==> src/rtl/mips_multicycle_control_if.sv <==
// Bus between the multicycle control sequencer and the MIPS datapath.
// The IR opcode and the memory-ready handshake flow towards the controller.
// The datapath enables and mux selects flow back from it.
interface mips_multicycle_control_if;
  logic [5:0] opcode;
  logic       mem_ready;
  logic       PCWrite;
  logic       PCWriteCond;
  logic       IorD;
  logic       MemRead;
  logic       MemWrite;
  logic       IRWrite;
  logic       MemtoReg;
  logic       RegDst;
  logic       RegWrite;
  logic       ALUSrcA;
  logic [1:0] ALUSrcB;
  logic [1:0] ALUOp;
  logic [1:0] PCSource;

  // Controller side
  modport master (
    input  opcode, mem_ready,
    output PCWrite, PCWriteCond, IorD, MemRead, MemWrite, IRWrite,
           MemtoReg, RegDst, RegWrite, ALUSrcA, ALUSrcB, ALUOp, PCSource
  );

  // Datapath side
  modport slave (
    output opcode, mem_ready,
    input  PCWrite, PCWriteCond, IorD, MemRead, MemWrite, IRWrite,
           MemtoReg, RegDst, RegWrite, ALUSrcA, ALUSrcB, ALUOp, PCSource
  );
endinterface

==> src/rtl/mips_multicycle_control.sv <==
// Moore control sequencer for the multicycle MIPS datapath.
// Each instruction is walked through fetch, decode, execute, memory and
// writeback. The sequencer waits on the memory-ready handshake and parks in
// TRAP when it meets an unsupported opcode. It also counts retired
// instructions.
module mips_multicycle_control #(
  parameter int RETIRE_W = 32
) (
  input  logic                    clock,
  input  logic                    reset,
  mips_multicycle_control_if.master bus,
  output logic [3:0]              state,
  output logic                    illegal,
  output logic [RETIRE_W-1:0]     retired_count
);

  typedef enum logic [3:0] {
    S_FETCH  = 4'd0,
    S_DECODE = 4'd1,
    S_MEMADR = 4'd2,
    S_MEMRD  = 4'd3,
    S_MEMWB  = 4'd4,
    S_MEMWR  = 4'd5,
    S_EXEC   = 4'd6,
    S_RWB    = 4'd7,
    S_BRANCH = 4'd8,
    S_JUMP   = 4'd9,
    S_ADDIEX = 4'd10,
    S_ADDIWB = 4'd11,
    S_TRAP   = 4'd12
  } state_t;

  localparam logic [5:0] OP_RTYPE = 6'b000000;
  localparam logic [5:0] OP_J     = 6'b000010;
  localparam logic [5:0] OP_BEQ   = 6'b000100;
  localparam logic [5:0] OP_ADDI  = 6'b001000;
  localparam logic [5:0] OP_LW    = 6'b100011;
  localparam logic [5:0] OP_SW    = 6'b101011;

  state_t     cur_state, next_state;
  logic       retire;
  logic       pc_write, pc_write_cond, iord, mem_read, mem_write, ir_write;
  logic       mem_to_reg, reg_dst, reg_write, alu_src_a, illegal_c;
  logic [1:0] alu_src_b, alu_op, pc_source;

  // State register; reset aborts any instruction in flight and restarts at FETCH
  always_ff @(posedge clock or negedge reset) begin
    if (!reset) cur_state <= S_FETCH;
    else        cur_state <= next_state;
  end

  // Retired-instruction counter, bumped on the edge that leaves a retiring state
  always_ff @(posedge clock or negedge reset) begin
    if (!reset)      retired_count <= '0;
    else if (retire) retired_count <= retired_count + RETIRE_W'(1);
  end

  // Next-state decode and per-state control word
  always_comb begin
    next_state    = S_FETCH;
    retire        = 1'b0;
    pc_write      = 1'b0;
    pc_write_cond = 1'b0;
    iord          = 1'b0;
    mem_read      = 1'b0;
    mem_write     = 1'b0;
    ir_write      = 1'b0;
    mem_to_reg    = 1'b0;
    reg_dst       = 1'b0;
    reg_write     = 1'b0;
    alu_src_a     = 1'b0;
    alu_src_b     = 2'b00;
    alu_op        = 2'b00;
    pc_source     = 2'b00;
    illegal_c     = 1'b0;
    case (cur_state)
      S_FETCH: begin
        mem_read   = 1'b1;
        alu_src_b  = 2'b01;
        ir_write   = bus.mem_ready;
        pc_write   = bus.mem_ready;
        next_state = bus.mem_ready ? S_DECODE : S_FETCH;
      end
      S_DECODE: begin
        alu_src_b = 2'b11;
        case (bus.opcode)
          OP_LW, OP_SW: next_state = S_MEMADR;
          OP_RTYPE:     next_state = S_EXEC;
          OP_BEQ:       next_state = S_BRANCH;
          OP_J:         next_state = S_JUMP;
          OP_ADDI:      next_state = S_ADDIEX;
          default:      next_state = S_TRAP;
        endcase
      end
      S_MEMADR: begin
        alu_src_a  = 1'b1;
        alu_src_b  = 2'b10;
        next_state = (bus.opcode == OP_SW) ? S_MEMWR : S_MEMRD;
      end
      S_MEMRD: begin
        mem_read   = 1'b1;
        iord       = 1'b1;
        next_state = bus.mem_ready ? S_MEMWB : S_MEMRD;
      end
      S_MEMWB: begin
        reg_write  = 1'b1;
        mem_to_reg = 1'b1;
        retire     = 1'b1;
      end
      S_MEMWR: begin
        mem_write  = 1'b1;
        iord       = 1'b1;
        retire     = bus.mem_ready;
        next_state = bus.mem_ready ? S_FETCH : S_MEMWR;
      end
      S_EXEC: begin
        alu_src_a  = 1'b1;
        alu_op     = 2'b10;
        next_state = S_RWB;
      end
      S_RWB: begin
        reg_write = 1'b1;
        reg_dst   = 1'b1;
        retire    = 1'b1;
      end
      S_BRANCH: begin
        alu_src_a     = 1'b1;
        alu_op        = 2'b01;
        pc_write_cond = 1'b1;
        pc_source     = 2'b01;
        retire        = 1'b1;
      end
      S_JUMP: begin
        pc_write  = 1'b1;
        pc_source = 2'b10;
        retire    = 1'b1;
      end
      S_ADDIEX: begin
        alu_src_a  = 1'b1;
        alu_src_b  = 2'b10;
        next_state = S_ADDIWB;
      end
      S_ADDIWB: begin
        reg_write = 1'b1;
        retire    = 1'b1;
      end
      S_TRAP: begin
        illegal_c  = 1'b1;
        next_state = S_TRAP;
      end
      default: next_state = S_FETCH;
    endcase
  end

  // Outputs are forced low while reset is held, including the FETCH strobes
  assign bus.PCWrite     = reset & pc_write;
  assign bus.PCWriteCond = reset & pc_write_cond;
  assign bus.IorD        = reset & iord;
  assign bus.MemRead     = reset & mem_read;
  assign bus.MemWrite    = reset & mem_write;
  assign bus.IRWrite     = reset & ir_write;
  assign bus.MemtoReg    = reset & mem_to_reg;
  assign bus.RegDst      = reset & reg_dst;
  assign bus.RegWrite    = reset & reg_write;
  assign bus.ALUSrcA     = reset & alu_src_a;
  assign bus.ALUSrcB     = {2{reset}} & alu_src_b;
  assign bus.ALUOp       = {2{reset}} & alu_op;
  assign bus.PCSource    = {2{reset}} & pc_source;
  assign illegal         = reset & illegal_c;
  assign state           = cur_state;

endmodule

==> src/flat_wrapper.sv <==
// flat-port wrapper written by rule: the top's interface ports become plain ports
module mips_multicycle_control_flat 
#(
  parameter int RETIRE_W = 32
)
  (clock, reset, state, illegal, retired_count, bus_opcode, bus_mem_ready, bus_PCWrite, bus_PCWriteCond, bus_IorD, bus_MemRead, bus_MemWrite, bus_IRWrite, bus_MemtoReg, bus_RegDst, bus_RegWrite, bus_ALUSrcA, bus_ALUSrcB, bus_ALUOp, bus_PCSource);
  mips_multicycle_control_if bus_i ();
  input  logic clock;
  input  logic reset;
  output logic [3:0] state;
  output logic illegal;
  output logic [RETIRE_W-1:0] retired_count;
  input wire logic [$bits(bus_i.opcode)-1:0] bus_opcode;
  input wire logic [$bits(bus_i.mem_ready)-1:0] bus_mem_ready;
  output wire logic [$bits(bus_i.PCWrite)-1:0] bus_PCWrite;
  output wire logic [$bits(bus_i.PCWriteCond)-1:0] bus_PCWriteCond;
  output wire logic [$bits(bus_i.IorD)-1:0] bus_IorD;
  output wire logic [$bits(bus_i.MemRead)-1:0] bus_MemRead;
  output wire logic [$bits(bus_i.MemWrite)-1:0] bus_MemWrite;
  output wire logic [$bits(bus_i.IRWrite)-1:0] bus_IRWrite;
  output wire logic [$bits(bus_i.MemtoReg)-1:0] bus_MemtoReg;
  output wire logic [$bits(bus_i.RegDst)-1:0] bus_RegDst;
  output wire logic [$bits(bus_i.RegWrite)-1:0] bus_RegWrite;
  output wire logic [$bits(bus_i.ALUSrcA)-1:0] bus_ALUSrcA;
  output wire logic [$bits(bus_i.ALUSrcB)-1:0] bus_ALUSrcB;
  output wire logic [$bits(bus_i.ALUOp)-1:0] bus_ALUOp;
  output wire logic [$bits(bus_i.PCSource)-1:0] bus_PCSource;
  assign bus_i.opcode = bus_opcode;
  assign bus_i.mem_ready = bus_mem_ready;
  assign bus_PCWrite = bus_i.PCWrite;
  assign bus_PCWriteCond = bus_i.PCWriteCond;
  assign bus_IorD = bus_i.IorD;
  assign bus_MemRead = bus_i.MemRead;
  assign bus_MemWrite = bus_i.MemWrite;
  assign bus_IRWrite = bus_i.IRWrite;
  assign bus_MemtoReg = bus_i.MemtoReg;
  assign bus_RegDst = bus_i.RegDst;
  assign bus_RegWrite = bus_i.RegWrite;
  assign bus_ALUSrcA = bus_i.ALUSrcA;
  assign bus_ALUSrcB = bus_i.ALUSrcB;
  assign bus_ALUOp = bus_i.ALUOp;
  assign bus_PCSource = bus_i.PCSource;
  mips_multicycle_control #(.RETIRE_W(RETIRE_W)) u_core (.clock(clock), .reset(reset), .bus(bus_i), .state(state), .illegal(illegal), .retired_count(retired_count));
endmodule
==> config.mk <==
export PLATFORM = sky130hd
export DESIGN_NAME = mips_multicycle_control_flat
export DESIGN_NICKNAME = d
export VERILOG_FILES = /design/src/rtl/mips_multicycle_control_if.sv /design/src/rtl/mips_multicycle_control.sv /design/src/flat_wrapper.sv
export SDC_FILE = /design/constraint.sdc
export NUM_CORES = 1
export LEC_CHECK = 0
export ABC_CLOCK_PERIOD_IN_PS = 5200
export CAP_MARGIN = 20
export CORE_UTILIZATION = 45
export CTS_CLUSTER_DIAMETER = 80
export CTS_CLUSTER_SIZE = 10
export DETAILED_ROUTE_END_ITERATION = 7
export HOLD_SLACK_MARGIN = 0.08
export PLACE_DENSITY = 0.74
export REMOVE_ABC_BUFFERS = 1
export SETUP_SLACK_MARGIN = 0.3
export SYNTH_ARGS = -nofsm -noshare
export SYNTH_HDL_FRONTEND = slang
export SYNTH_SLANG_ARGS = --single-unit
==> constraint.sdc <==
create_clock -name clock -period 5.2 [get_ports clock]
set_input_delay 0.52 -clock clock [delete_from_list [all_inputs] [get_ports clock]]
set_output_delay 0.52 -clock clock [all_outputs]
set_load 0.01 [all_outputs]
# Word level (Yosys, flattened, before mapping)
# Index checks and enable logic that the tools add are counted.
[classes] addsub=1 eq_ne=17 muxes=21 n_bitwise=14 n_reduce_logical=9
[ops] cell="$add A32 B1 Y32 const B" n=1
[ops] cell="$pmux W4 S8" n=1
[ops] cell="$eq A4 B4 Y1 const B" n=5
[ops] cell="$pmux W4 S5" n=1
[ops] cell="$eq A4 B3 Y1 const B" n=4
[ops] cell="$eq A6 B6 Y1 const B" n=2
[ops] cell="$and A1 B1 Y1" n=11
[ops] cell="$mux W1" n=11
[ops] cell="$mux W3" n=3
[ops] cell="$eq A4 B2 Y1 const B" n=2
[ops] cell="$pmux W2 S2" n=2
[ops] cell="$reduce_or A2 Y1" n=4
[ops] cell="$and A2 B2 Y2" n=3
[ops] cell="$eq A6 B2 Y1 const B" n=1
[ops] cell="$eq A6 B3 Y1 const B" n=1
[ops] cell="$eq A6 B4 Y1 const B" n=1
[ops] cell="$logic_not A6 Y1" n=1
[ops] cell="$pmux W2 S3" n=1
[ops] cell="$reduce_or A5 Y1" n=1
[ops] cell="$eq A4 B1 Y1 const B" n=1
[ops] cell="$logic_not A4 Y1" n=1
[ops] cell="$pmux W1 S2" n=2
[ops] cell="$reduce_or A4 Y1" n=1
[ops] cell="$reduce_or A3 Y1" n=1
[totals] regBits=36 inputBits=9 out_inout_bits=53

# Depth between registers and ports, before layout
[depth] word_depth=4 depth_mapped=7 mapped_depth_nobuf=5

# Worst setup path after synthesis
# No wires, ideal clock.
[synth_timing] kind="input-to-output" startpoint="input port reset" endpoint="output port bus_PCWrite" t_arrival_ps=1374 required_ps=4680 slack_ps=3306 path_stages=4 path_buffers=0 cell_sequence="nor2b_1 -> and2_1 -> and3_1 -> or2_2"
[synth_between] elab_chain_len=1
[synth_lines] item="from (decl)" line="flat_wrapper.sv:9" rtl="input logic reset;"
[synth_lines] item="$and A1 B1 Y1" line="mips_multicycle_control.sv:156" rtl="assign bus.PCWrite = reset & pc_write;"
[synth_lines] item="to (decl)" line="flat_wrapper.sv:15" rtl="output wire logic [$bits(bus_i.PCWrite)-1:0] bus_PCWrite;"
# Every way passes these cells.

# Worst setup path in the final report
# Ends and elaborated chain as after synthesis.

==> run_results.csv <==
group,metric,value,unit
layout,nets,280,
logic_synthesis,synth_warnings,0,
placed_design,portBuffers,61,
sta,setup_tns,0,ps
clock_tree,cts_setup_buffers,0,
route,ant_nets,0,
sta,finalSetupViolCount,0,
critical_path,rr_worst_depth,5,
logic_synthesis,synthCells,210,
logic_synthesis,ys_seq_area_share,43.0,%
floorplan,initial_utilization,47.4,%
logic_synthesis,yosys.area_share.adder,0.598,%
grt,antenna_found_initial,0,
logic_synthesis,synthXorXnorAreaFrac,13.8,%
critical_path,required,4680,ps
sta,min_period,2960,ps
critical_path,critPathKind,"input port to output port",
clock_tree,h-tree-depth,2,
floorplan,die_w,70.2,µm
clock_tree,path_clk_slew,70,ps
layout,insertedDiodeCount,0,
placed_design,place_ws,2180,ps
critical_path,timing.rr.start,"u_core.state[0]",
clock_tree,cts_sinks,36,
placed_design,routabilityCongestion,0.800,
critical_path,r2r_slack,3130,ps
floorplan,core,0.00441,mm²
sta,fin_skew,5.03,ps
sta,rsz0062_at_grt,"false",
floorplan,die-area,0.00493,mm²
critical_path,cp-end-kind,"output port",
run_status,status,"finished clean",
logic_synthesis,synth_simple_gate_area_share,31.3,%
flow_run,max_cap_viol_count,0,
route,drc,0,
route,drtIter0Drc,117,
critical_path,crit_family,"buffers and inverters",
clock_tree,clockRootBuffer,"clkbuf_8",
sta,worst_slew_margin_rel,41.5,%
sta,hold_viol,0,
pwr,ir_drop,0.245,mV
grt,top_usage_layer,"met2",
logic_synthesis,synth_compound_area_share,7.71,%
placed_design,dp.cells,315,
floorplan,rows,24,
logic_synthesis,synth_top_family_by_area,"simple AND/OR/NAND/NOR gates",
route,vias_per_cell,5.32,
grt,met3_usage,4.76,%
sta,clock.fmax,338,MHz
layout,fin_area,0.00281,mm²
floorplan,pin_count,62,
pwr,cellPowerDensity,350,mW/mm²
layout,final_cells,323,
clock_tree,cts_tree,"built",
critical_path,cpPeakStageDelay,660,ps
sta,holdWs,358,ps
route,dr.pass1.iters,4,
critical_path,cp_max_fo,43,
critical_path,cp-start-kind,"input port",
grt,grt_max_degree,44,
grt,grt_use_met2,31.0,%
sta,fin_crit_sh,56.9,%
sta,slew_violations,0,
clock_tree,clock_latency,280,ps
placed_design,place_area,0.00272,mm²
layout,utilization,63.7,%
clock_tree,cts_resized,0,
sta,tightest_slew,878,ps
route,vias,1719,
clock_tree,clock_path_buffers,2,
route,routedWlPerCell,13.9,µm
layout,synthToLayoutAreaGrowth,34.4,%
grt,overflow,0,
logic_synthesis,ys_ff_latch,36,
logic_synthesis,ys_types,49,
placed_design,dp_hpwl,3220,µm
grt,met1_usage,25.4,%
grt,gr-usage-all-layers,19.0,%
critical_path,path_buf_inv,2,
grt,first_global_vias,1584,
sta,final.setup.worst_slack,2240,ps
logic_synthesis,synth.area.mux_share,0.538,%
critical_path,crit_chain,"buf_2 > nor2b_1 > and2_1 > and3_1 > or2_2 > clkdlybuf4s50_1",
critical_path,crit_arrival,2440,ps
critical_path,r2r_end,"u_core.retired_count[14]",
floorplan,fp.dieH,70.2,µm
logic_synthesis,syn-mean-instance-area,9.97,µm²
clock_tree,numCtsBuffers,5,
pwr,power.leakage,1.18,nW
layout,layout-drive-gt1-share,10.3,%
pwr,total_power,0.986,mW
logic_synthesis,netlist_area,0.00209,mm²
critical_path,slowest_stage,"buf_2",
route,drt_wl_total,4500,µm
clock_tree,hold_buffers,0,
min_path,min_path_type,"input port to asynchronous set/reset pin",
grt,grt_first_pass_wirelength,7400,µm
worst max-delay path by stage:
stage | from | endpoint | depth (start not counted)
final | reset | bus_PCWrite | 6
after global routing | reset | bus_PCWrite | 6
after CTS | reset | bus_PCWrite | 6
after detailed placement | reset | bus_PCWrite | 6
after global placement | reset | bus_PCWrite | 6
after floorplan | u_core.state[1] | bus_PCWrite | 4
layer usage:
metal	wire length, µm	vias to the layer above
li1	-	865
met1	2110	804
met2	2150	48
met3	216	2
met4	24	0
met5	0	-
cells in the final DEF (no fill, tap or decap), types with 5 or more instances in the layout:
master / count
nand4_1: 7
inv_1: 5
and3_1: 5
clkbuf_8: 6
clkdlybuf4s50_1: 60
o21ai_0: 9
xor2_1: 16
nand2_1: 17
nor2_1: 16
dfrtp_1: 36
nor3_1: 8
nand3_1: 10
xnor2_1: 17
and2_1: 6
synth_stat cells, drive strengths merged:
library cell / count / area share, %
a211oi: 1 / 0.36
a21oi: 3 / 0.72
a31oi: 1 / 0.30
and2: 7 / 2.2
and3: 5 / 1.5
and4: 3 / 1.3
buf: 3 / 1.1
clkbuf: 5 / 0.96
dfrtp: 36 / 43
ha: 1 / 0.60
inv: 5 / 0.90
mux2: 1 / 0.54
nand2: 17 / 3.0
nand2b: 5 / 1.6
nand3: 10 / 2.4
nand3b: 1 / 0.36
nand4: 10 / 4.3
nor2: 16 / 2.9
nor2b: 1 / 0.30
nor3: 13 / 4.6
nor3b: 3 / 1.1
nor4: 4 / 2.6
nor4b: 2 / 1.1
o2111a: 1 / 0.96
o211a: 1 / 0.48
o211ai: 1 / 0.36
o21a: 1 / 0.36
o21ai: 9 / 2.2
o22ai: 3 / 1.2
o311ai: 1 / 0.42
o41ai: 1 / 0.42
or2: 4 / 1.2
or3: 1 / 0.30
or4: 1 / 0.54
xnor2: 17 / 7.1
xor2: 16 / 6.7
kinds of logic (layout without fill, tap and decap cells):
family,Yosys count,in the layout
and+or+nand+nor,103,103
DFF,36,36
xor gates and xnor gates,33,33
AOI/OAI and AO/OA,23,23
buffers and inverters,13,74
adders and majority gates,1,1
muxes,1,1
registers in the layout, summed over array words and instances (netlist names):
| signal | flops |
|---|---|
| u_core.retired_count | 32 |
| u_core.state | 4 |
cell type report:
class	instances	area, µm²
flip-flops and latches	36	901
inverters	5	18.8
well taps	52	65.1
clock inverters	1	7.51
repair buffers	61	606
fillers	391	1600
clock buffers	7	86.3
multi-input cells	161	1130
where the power goes:
group          switching (mW)  total, mW  internal, mW
Combinational           0.179      0.386         0.207
Sequential             0.0843      0.399         0.314
Clock                  0.0936      0.201         0.108
Total                   0.357      0.986         0.629
No activity file was read; power rests on OpenSTA's default activity.
